**config.mk**
```make
export PLATFORM = sky130hd
export DESIGN_NAME = uart_rx_wb
export DESIGN_NICKNAME = d
export VERILOG_FILES = /design/src/rtl/uart_rx_wb.sv
export SDC_FILE = /design/constraint.sdc
export NUM_CORES = 1
export LEC_CHECK = 0
export CORE_ASPECT_RATIO = 0.7
export CORE_UTILIZATION = 52
export CTS_BUF_LIST = sky130_fd_sc_hd__clkbuf_16
export DETAILED_ROUTE_END_ITERATION = 7
export PLACE_DENSITY = 0.91
export SYNTH_ARGS = -nofsm -noshare
export SYNTH_HDL_FRONTEND = slang
export SYNTH_SLANG_ARGS = --single-unit
```
**constraint.sdc**
```tcl
create_clock -name clk -period 5.33 [get_ports clk]
set_clock_uncertainty 0.1 [all_clocks]
set_input_delay 1.599 -clock clk [delete_from_list [all_inputs] [get_ports clk]]
set_output_delay 1.599 -clock clk [all_outputs]
set_load 0.05 [all_outputs]
```
**src/rtl/uart_rx_wb.sv**
```systemverilog
// Wishbone slave 8N1 UART receiver with a small receive FIFO, sticky error flags
// and a level interrupt that stays high while received data is pending.
module uart_rx_wb #(
  parameter int CLK_FREQ   = 25_000_000,
  parameter int BAUD       = 115200,
  parameter int FIFO_DEPTH = 8
) (
  input  logic        clk,
  input  logic        rst,
  input  logic        cyc,
  input  logic        stb,
  input  logic        we,
  input  logic [31:0] adr,
  input  logic [31:0] dat_i,
  output logic [31:0] dat_o,
  output logic        ack,
  input  logic        rx,
  output logic        irq
);

  localparam int CPB  = CLK_FREQ / BAUD;
  localparam int HALF = CPB / 2;
  localparam int CW   = $clog2(CPB);
  localparam int PW   = $clog2(FIFO_DEPTH);
  localparam int NW   = PW + 1;

  // Bus handshake: a request is cyc & stb while ack is low; ack answers it on
  // the next edge for exactly one cycle, and all side effects land on that edge.

  typedef enum logic [1:0] {IDLE, START, DATA, STOP} state_t;

  state_t          state_q, state_d;
  logic            sync1_q, sync2_q;
  logic [CW-1:0]   cnt_q, cnt_d;
  logic [2:0]      idx_q, idx_d;
  logic [7:0]      shift_q, shift_d;
  logic [7:0]      mem_q [FIFO_DEPTH];
  logic [7:0]      mem_d [FIFO_DEPTH];
  logic [PW-1:0]   wr_ptr_q, wr_ptr_d, rd_ptr_q, rd_ptr_d;
  logic [NW-1:0]   count_q, count_d;
  logic            ovr_q, ovr_d, ferr_q, ferr_d;
  logic            ack_q, ack_d, irq_q, irq_d;
  logic [31:0]     dat_o_q, dat_o_d;

  logic            rx_s, push_req, frame_err;
  logic            req, rd_req, wr_req, empty, full, pop, push;
  logic            clr_ovr, clr_ferr;
  logic [3:0]      cnt4;
  logic [31:0]     status_w;
  logic            unused_bits;

  assign rx_s        = sync2_q;
  assign unused_bits = ^{adr[31:3], adr[1:0], dat_i[31:4], dat_i[1:0]};

  always_comb begin
    state_d   = state_q;
    cnt_d     = cnt_q;
    idx_d     = idx_q;
    shift_d   = shift_q;
    push_req  = 1'b0;
    frame_err = 1'b0;
    case (state_q)
      IDLE: begin
        if (!rx_s) begin
          cnt_d   = '0;
          state_d = START;
        end
      end
      START: begin
        if (cnt_q == CW'(HALF - 1)) begin
          cnt_d   = '0;
          idx_d   = 3'd0;
          state_d = rx_s ? IDLE : DATA;
        end else begin
          cnt_d = cnt_q + CW'(1);
        end
      end
      DATA: begin
        if (cnt_q == CW'(CPB - 1)) begin
          cnt_d          = '0;
          shift_d[idx_q] = rx_s;
          idx_d          = idx_q + 3'd1;
          if (idx_q == 3'd7) state_d = STOP;
        end else begin
          cnt_d = cnt_q + CW'(1);
        end
      end
      STOP: begin
        // Leave at mid-stop so a start bit right behind the stop bit is caught.
        if (cnt_q == CW'(CPB - 1)) begin
          cnt_d     = '0;
          state_d   = IDLE;
          push_req  = rx_s;
          frame_err = !rx_s;
        end else begin
          cnt_d = cnt_q + CW'(1);
        end
      end
      default: state_d = IDLE;
    endcase
  end

  always_comb begin
    req      = cyc & stb & ~ack_q;
    rd_req   = req & ~we;
    wr_req   = req & we;
    empty    = (count_q == '0);
    full     = (count_q == NW'(FIFO_DEPTH));
    pop      = rd_req & ~adr[2] & ~empty;
    // A pop in the same cycle frees the slot, so a push at full still fits.
    push     = push_req & (~full | pop);
    clr_ovr  = wr_req & adr[2] & dat_i[2];
    clr_ferr = wr_req & adr[2] & dat_i[3];

    if (32'(count_q) > 32'd15) cnt4 = 4'hF;
    else                       cnt4 = 4'(count_q);
    status_w = {24'b0, cnt4, ferr_q, ovr_q, full, ~empty};

    ack_d   = req;
    dat_o_d = '0;
    if (rd_req) begin
      if (adr[2])     dat_o_d = status_w;
      else if (!empty) dat_o_d = {24'b0, mem_q[rd_ptr_q]};
    end

    ovr_d  = (push_req & full & ~pop) | (ovr_q & ~clr_ovr);
    ferr_d = frame_err | (ferr_q & ~clr_ferr);

    mem_d    = mem_q;
    wr_ptr_d = wr_ptr_q;
    rd_ptr_d = rd_ptr_q;
    count_d  = count_q;
    if (push) begin
      mem_d[wr_ptr_q] = shift_q;
      wr_ptr_d        = wr_ptr_q + PW'(1);
    end
    if (pop) rd_ptr_d = rd_ptr_q + PW'(1);
    if (push && !pop)      count_d = count_q + NW'(1);
    else if (pop && !push) count_d = count_q - NW'(1);

    irq_d = (count_d != '0);
  end

  always_ff @(posedge clk or posedge rst) begin
    if (rst) begin
      sync1_q  <= 1'b1;
      sync2_q  <= 1'b1;
      state_q  <= IDLE;
      cnt_q    <= '0;
      idx_q    <= '0;
      shift_q  <= '0;
      mem_q    <= '{default: '0};
      wr_ptr_q <= '0;
      rd_ptr_q <= '0;
      count_q  <= '0;
      ovr_q    <= 1'b0;
      ferr_q   <= 1'b0;
      ack_q    <= 1'b0;
      dat_o_q  <= '0;
      irq_q    <= 1'b0;
    end else begin
      sync1_q  <= rx;
      sync2_q  <= sync1_q;
      state_q  <= state_d;
      cnt_q    <= cnt_d;
      idx_q    <= idx_d;
      shift_q  <= shift_d;
      mem_q    <= mem_d;
      wr_ptr_q <= wr_ptr_d;
      rd_ptr_q <= rd_ptr_d;
      count_q  <= count_d;
      ovr_q    <= ovr_d;
      ferr_q   <= ferr_d;
      ack_q    <= ack_d;
      dat_o_q  <= dat_o_d;
      irq_q    <= irq_d;
    end
  end

  assign dat_o = dat_o_q;
  assign ack   = ack_q;
  assign irq   = irq_q;

endmodule

```
# Yosys cells after proc, flatten, opt, wreduce, memory -nomap -nowiden
# Index checks and enable logic that the tools add are counted.
[classes]
div = 0
bitwise_logic = 27
n_addsub = 6
n_reduce_logical = 15
shifts = 0
mux = 32
n_lt_le_gt_ge = 5
eq_ne = 12
multipliers = 0
[op_table]
columns = ["cell", "count"]
rows = [
  ["$mux W8", 9],
  ["$bwmux W64", 1],
  ["$bmux W8 S3", 1],
  ["$demux W8 S3", 1],
  ["$pmux W8 S3", 1],
  ["$and A1 B1 Y1", 14],
  ["$mux W2", 6],
  ["$ne A2 B2 Y1 const B", 5],
  ["$add A3 B1 Y3 const B", 3],
  ["$add A8 B1 Y8 const B", 1],
  ["$bwmux W8", 1],
  ["$eq A8 B7 Y1 const B", 1],
  ["$eq A8 B8 Y1 const B", 1],
  ["$ge A4 B4 Y1 const B", 2],
  ["$mux W4", 2],
  ["$not A1 Y1", 8],
  ["$not A3 Y4", 2],
  ["$pmux W2 S4", 1],
  ["$mux W3", 2],
  ["$pmux W3 S2", 1],
  ["$mux W1", 5],
  ["$reduce_and A5 Y1", 1],
  ["$add A4 B1 Y4 const B", 1],
  ["$eq A2 B2 Y1 const B", 2],
  ["other kinds (18)", 25],
]
[totals]
mem_count = 0
output_inout_bits = 34
ramBits = 0
inputBits = 70
romBits = 0
reg_bits = 133
latch_bits = 0

# Longest topological paths before layout
# Gate-level depths: netlist of the first run.
[logic_depth]
ltp_word = 12
mapped_depth = 8

# Worst setup path before layout of the first run
# No wires, ideal clock.
[synth_path]
kind = "input to register"
from = "input we"
to = "register irq_q, in the netlist irq"
path_stages = 6
setup_slack_ns = 1.840
setup_time_ns = 0.138
arrival_time_ns = 3.252
t_required_ns = 5.092
cell_sequence = "nand4bb_1 > clkbuf_1 > nor3_1 > nor3_4 > o221a_2 > or4_1"
[synth_between]
elab_chain_len = 11
word_cells_on_any_way = 13
classes_between = "2 x mux; 6 x bitwise; 5 x reduce/logical"
[synth_lines]
columns = ["element", "line_no", "rtl"]
rows = [
  ["start: declaration", "12", "input logic we,"],
  ["$not A1 Y1 (*)", "105", "rd_req = req & ~we;"],
  ["$and A1 B1 Y1 (*)", "105", ""],
  ["$and A1 B1 Y1 (*) (2 in a row)", "109", "pop = rd_req & ~adr[2] & ~empty;"],
  ["$or A1 B1 Y1", "111", "push = push_req & (~full | pop);"],
  ["$and A1 B1 Y1", "111", ""],
  ["$logic_not A1 Y1", "139", "else if (pop && !push) count_d = count_q - NW'(1);"],
  ["$logic_and A1 B1 Y1", "139", ""],
  ["$mux W4", "139", ""],
  ["$mux W4 (*)", "138", "if (push && !pop) count_d = count_q + NW'(1);"],
  ["named net count_d[0]", "40", "logic [NW-1:0] count_q, count_d;"],
  ["$reduce_bool A4 Y1 (*)", "141", "irq_d = (count_d != '0);"],
  ["named net irq_d", "42", "logic ack_q, ack_d, irq_q, irq_d;"],
  ["end signal: assignment", "176", "irq_q <= irq_d;"],
  ["end: declaration", "42", ""],
]
# Mark *: on every way through the listed nets, which the timed path passes. The rest lies on a longest branch.
# A chain may end at the register's enable or synchronous reset.

# Worst setup path after layout of the first run
[layout_path]
from = "input adr[2]"
to = "register mem_q[8] in the netlist's numbering"
[layout_between]
elab_chain_len = 5
[layout_lines]
columns = ["element", "line_no", "rtl"]
rows = [
  ["start: declaration", "13", "input logic [31:0] adr,"],
  ["$not A1 Y1", "109", ""],
  ["$and A1 B1 Y1 (2 in a row)", "109", ""],
  ["$or A1 B1 Y1", "111", ""],
  ["$and A1 B1 Y1", "111", ""],
  ["end signal: assignment", "168", "mem_q <= mem_d;"],
  ["end: declaration", "37", "logic [7:0] mem_q [FIFO_DEPTH];"],
]
# No other way between the ends.

==> metrics, run 1 <==
Syn-to-layout area delta 8.56%; WP buf/inv 2; Max stage delay on crit path 0.72 ns; die area around 11000 um2; Mapped Avg Cell Area 13.2 um2; Synth Warn # 0; Layout Cells excl Fill around 560; Pwr Total 1.87 mW; first-pass iteration count of the detailed router 4; max cap viols 0; Place WS 0.989 ns; Final min period 3.99 ns; r2r setup slk roughly 2.4 ns; Slew Viols, Final 0; crit end category register; largest net degree at the start of global routing 69; wire per inst 19.2 um; EDFF count, synth 0; Power Dens Cells between 300 and 400 nW/um2; via count between 3000 and 4000; combinational power share 15.5%; crit start category input port; Hold Path Sink rx_s$_DFF_PP1_; synth top area cells dfrtp_1 49%, mux2_2 16%, mux4_2 6.6%, buf_4 3.3%, ha_1 2.1%; most common cell in the netlist dfrtp_1; final setup vio count 0; Req. time, crit path 5.46 ns; asr flop ratio synth 100%; initial core utilization 55.0%; DRC violations left 0; Fin Hold WS 0.257 ns; worst-margin pin slew 1.11 ns; net switching power figure 539 uW; DP Area 5650 um2; initial antenna violation count 0; internal power around 1.3 mW; outcome finished clean; clk buf depth 2; Crit path max-delay family buffers and inverters; Synth Instances around 420; Placed Instances 546; first-pass GRT wire length 17800 um; #FFs+latches synth 109; Seq/Total Area, Yosys 49.9%; top fanout value on the critical path 12; CP max stage cell nor3_2; Synth top area share 49.0%; Min-Delay Path Class reg -> reg; Synth area leader dfrtp_1; vias in the first global route around 3400; Clock Sink Count 109; Post-synth top flop dfrtp_1; vias per cell 5.92; routability cong. a little under 0.9; Routed Antenna Nets 0; cell breakdown of the critical path clkdlybuf4s50_1, inv_1, a21o_1, nand2_2, nor3_2, mux2_2; Synth top cells by count 107 x dfrtp_1, 76 x mux2_2, 27 x nand2_1, 24 x buf_4, 19 x nor2_1; Worst Path Arrival 4.12 ns; IO Pins 104; Final Hold Viols 0; fmax 250 MHz; maximum vdd drop around 0.20 mV; Clock Power Share between 30% and 40%; core area 9950 um2; Worst-path clk slew ~0.070 ns; fin worst setup slack approximately 1.3 ns; Unique masters post-synth 61; switching part of the total power 28.8%; initial drt markers 223; Slew HR between 20 and 30%; CTS buffer count 9; Final #Nets ~510; clk root buf clkbuf_16; Synth Cell Area 5470 um2; RSZ-0062 raised after global routing false; Fillers 727; drt total wl 10800 um; fin util 59.7%; worst skew pair latency 0.35 ns; worst reg2reg path depth 7; hold depth 0; Reg-to-Reg Start cnt_q[0]$_DFFE_PP0P_; H-tree depth 3; Setup CP Type in -> reg; die width between 100 and 150 um; Final Cycle Share between 70% and 80%; Total Routing Usage GR 21.6%; FP Rows 30; HPWL Detailed 7600 um; post-CTS setup buffers 0; Hold Crit Start sync1_q$_DFF_PP1_; CTS tree done; Leak 2.82 nW; total grt overflow 0; Seq pwr share 50.1%; port buffer count 18; Final Cell Area 5940 um2; post_cts resized 0; die span in y 87.8 um; fraction of layout cells with a size suffix above 1 30.4%; Post-CTS Hold Fix Bufs 0; setup TNS 0 ns; n_diodes 0; R2R Path End mem_q[8]$_DFFE_PP0P_
## sequential cells by signal (all words and copies together), names as in the netlist, named ones only
signal and cells:
cnt_q 8, dat_o 8, irq 1, mem_q 64, shift_q 8, rd_ptr_q 3
ack 1, wr_ptr_q 3, idx_q 3, sync1_q 1, state_q 1, ferr_q 1
rx_s 1, cnt4 4, ovr_q 1
## worst max path at each step
stage | end | start | depth (start not counted)
2_1_floorplan | asynchronous set/reset pin | rst | 1
3_3_place_gp | irq$_DFF_PP0_ | we | 6
3_5_place_dp | irq$_DFF_PP0_ | we | 6
4_1_cts | irq$_DFF_PP0_ | we | 6
5_1_grt | irq$_DFF_PP0_ | we | 6
6_report | mem_q[8]$_DFFE_PP0P_ | adr[2] | 6
## per-layer routing
layer  track usage [%]  vias to the layer above  wire [um]
li1                  -                     1493          -
met1              28.9                     1741       4970
met2              35.2                       86       5230
met3              6.41                        9        522
met4              4.71                        0         81
met5                 0                        -          0
## final cells by class
class	instances	area (um2)	area share, %
flip-flops and latches	109	2730	46.0
multi-input cells	278	2520	42.4
clock buffers	9	225	3.79
repair buffers	21	203	3.41
well taps	128	160	2.70
clock inverters	7	61.3	1.03
inverters	10	40.0	0.675
## logic make-up (layout without fill, tap and decap cells)
| logic type | after synthesis | count (layout) | synth area share, % |
|---|---|---|---|
| XOR/XNOR | 7 | 7 | 1.12 |
| adder cells (fa/ha/maj) | 9 | 9 | 2.06 |
| AND/OR/NAND/NOR | 100 | 100 | 12.2 |
| AO/OA/AOI/OAI | 35 | 35 | 4.46 |
| other | 1 | 24 | 0.0686 |
| buffers and inverters | 51 | 47 | 5.63 |
| flip-flops | 109 | 109 | 49.9 |
| multiplexers | 103 | 103 | 24.5 |
## worst register-to-register path, stage by stage, from the launching register on
cell      delay (ns)
dfrtp_1         0.44
inv_1           0.13
ha_1            0.16
nand2b_1        0.13
nor4_4          0.41
nand2_2         0.27
nor3_2          0.73
mux2_2          0.42
## power groups by stage
stage          Clock, mW  Combinational (mW)  Sequential, mW
3_3_place_gp           0               0.279           0.946
5_1_grt            0.688               0.313           0.942
2_1_floorplan          0               0.260           0.911
4_1_cts            0.659               0.292           0.935
3_5_place_dp           0               0.291           0.952
6_report           0.642               0.290           0.938
## cell usage in the layout (no fill, tap or decap), types with 2 or more instances in the layout
cell             count
ha_1                 9
mux4_2              16
nor4_1               2
nand4b_4             2
mux2_2              76
conb_1              24
mux2_4               3
nor3b_1              3
mux2i_1              8
nor2b_1              2
nand3b_1             2
o21ai_0              8
nand4_1              2
inv_1               12
nand2b_1             2
buf_4                3
xor2_1               3
a31oi_1              2
nor3_1               9
or4_1                2
nor4b_4              2
a21oi_1              4
nand3_1              9
or3b_2               2
a21o_1               4
clkdlybuf4s50_1     18
clkbuf_16            9
dfrtp_1            107
nor2_1              19
a22oi_1              6
nand2_1             27
nor4_4               2
dfstp_2              2
xnor2_1              4
No activity file was read; power rests on OpenSTA's default activity.
==> run 2, diff against run 1 <==
- CORE_UTILIZATION: 52 -> 47
- PLACE_DENSITY: 0.91 -> 0.87
- clock period: 5.33 -> 3.6 ns (I/O delays scaled with it)
==> run 2 against run 1 <==
Net effect: combinational power rose by 50%; critical path depth rose by 1; largest cell class unchanged; sequential power rose by 48%.
==> metrics, run 2 (synthesis gave the netlist of run 1 again) <==
clk buf depth 2 (unchanged); drt total wl 11100 um (+3.1%); worst skew pair latency 0.35 ns (about the same); fin util 54.4% (-5.3 points); Worst Path Arrival 3.19 ns (-0.93 ns); die area 12100 um2 (+10%); fmax between 300 and 400 MHz; vias per cell 5.66 (-4.4%); Post-CTS Hold Fix Bufs 0 (unchanged); CTS tree done; Final Hold Viols 0 (unchanged); net switching power figure 805 uW (+49%); RSZ-0062 raised after global routing false; Power Dens Cells 459 nW/um2 (+46%); largest net degree at the start of global routing 44 (-36%); Min-Delay Path Class reg -> reg; Final Cycle Share 85.0%; Slew Viols, Final 0 (unchanged); Syn-to-layout area delta 11.1%; Clock Power Share 34.7% (+0.4 points); Place WS 0.216 ns (-0.773 ns); most frequent cells in the layout 107 x dfrtp_1, 76 x mux2_2, 27 x nand2_1; Total Routing Usage GR 20.4% (-1.1 points); Routed Antenna Nets 0 (unchanged); first-pass iteration count of the detailed router 5 (+1); initial antenna violation count 0 (unchanged); max cap viols 0 (unchanged); post_cts resized 0 (unchanged); H-tree depth 3 (unchanged); FP Rows 32 (+6.7%); Req. time, crit path 3.73 ns (-1.73 ns); switching part of the total power 28.9% (+0.050 points); combinational power share 15.6% (about the same); n_diodes 0 (unchanged); fraction of layout cells with a size suffix above 1 32.2% (+1.8 points); die width 131 um (+5.1%); IO Pins 104 (unchanged); Max stage delay on crit path 0.44 ns (-0.28 ns); DP Area 5780 um2 (+2.3%); Worst-path clk slew 0.07 ns (about the same); routability cong. 0.853 (-1.6%); crit start category input port; CTS buffer count 9 (unchanged); wire per inst 18.7 um (-2.9%); Slew HR 39.4% (+14 points); via count 3382 (+1.6%); crit end category register; fin worst setup slack 0.540 ns (-0.797 ns); Pwr Total 2.79 mW (+49%); Final min period 3.06 ns; vias in the first global route 3519 (+3.4%); internal power 1.98 mW (+49%); WP buf/inv 2 (unchanged); DRC violations left 0 (unchanged); initial core utilization 48.9% (-6.0 points); post-CTS setup buffers 0 (unchanged); maximum vdd drop 0.310 mV (+54%); cell breakdown of the critical path clkdlybuf4s50_1, and4bb_2, a21o_1, nand2_2, nor4b_4, buf_4, mux2_2; HPWL Detailed 7840 um (+3.2%); first-pass GRT wire length 18100 um (+2.1%); Seq pwr share 49.7% (-0.4 points); number of flip-flops in the largest register 64 (unchanged); clk root buf clkbuf_16; Final #Nets 518 (+2.0%); top fanout value on the critical path 8 (-4); Reg with most FFs mem_q; CP max stage cell clkdlybuf4s50_1; die span in y 92.2 um (+5.1%); Leak 2.87 nW (+2.0%); worst-margin pin slew 0.910 ns (-0.201 ns); initial drt markers 331 (+48%); setup TNS 0 ns (unchanged); final setup vio count 0 (unchanged); Clock Sink Count 109 (unchanged); total grt overflow 0 (unchanged); core area 11200 um2 (+12%); outcome finished clean; port buffer count 18 (unchanged); Setup CP Type in -> reg; Crit path max-delay family simple AND/OR/NAND/NOR gates; Final Cell Area 6070 um2 (+2.3%); most common cell after layout, fill and taps aside dfrtp_1
==> run 2: worst paths after layout <==
check / start / endpoint / slack [ns] / depth (start not counted)
max in group asynchronous: rst / rx_s$_DFF_PP1_ / 1.65 / 3
worst max-delay path: we / mem_q[25]$_DFFE_PP0P_ / 0.54 / 7
min in group asynchronous: rst / irq$_DFF_PP0_ / 1.09 / 2
worst max register to register: cnt_q[0]$_DFFE_PP0P_ / mem_q[6]$_DFFE_PP0P_ / 0.68 / 7
worst min register to register: sync1_q$_DFF_PP1_ / rx_s$_DFF_PP1_ / 0.26 / 0
worst min-delay path: sync1_q$_DFF_PP1_ / rx_s$_DFF_PP1_ / 0.26 / 0
==> run 2: layer usage <==
layer | vias up | global-route usage [%] | routed length (um)
li1 | 1507 | - | -
met1 | 1754 | 28.4 | 5140
met2 | 104 | 31.6 | 5300
met3 | 17 | 4.84 | 530
met4 | 0 | 6.51 | 165
met5 | - | 0 | 0
==> run 2: power groups by stage <==
stage	Sequential [mW]	Clock, mW	Combinational (mW)
after CTS	1.38	0.985	0.438
after global placement	1.40	0	0.423
after global routing	1.39	1.04	0.475
after floorplan	1.35	0	0.385
after detailed placement	1.40	0	0.435
final	1.39	0.967	0.435
==> run 2: final cells by class <==
class	count	area (um2)
fillers	889	5100
flip-flops and latches	109	2730
multi-input cells	278	2520
repair buffers	31	303
clock buffers	9	225
well taps	153	191
clock inverters	7	67.6
inverters	10	41.3
==> run 2: through the flow <==
stage / hold slack [ns] / instances
finish: 0.261 / 597
global route: 0.265 / 597
CTS: 0.262 / 597
detailed placement: 0.251 / 581
global placement: 0.247 / 581
floorplan: 0.245 / 438
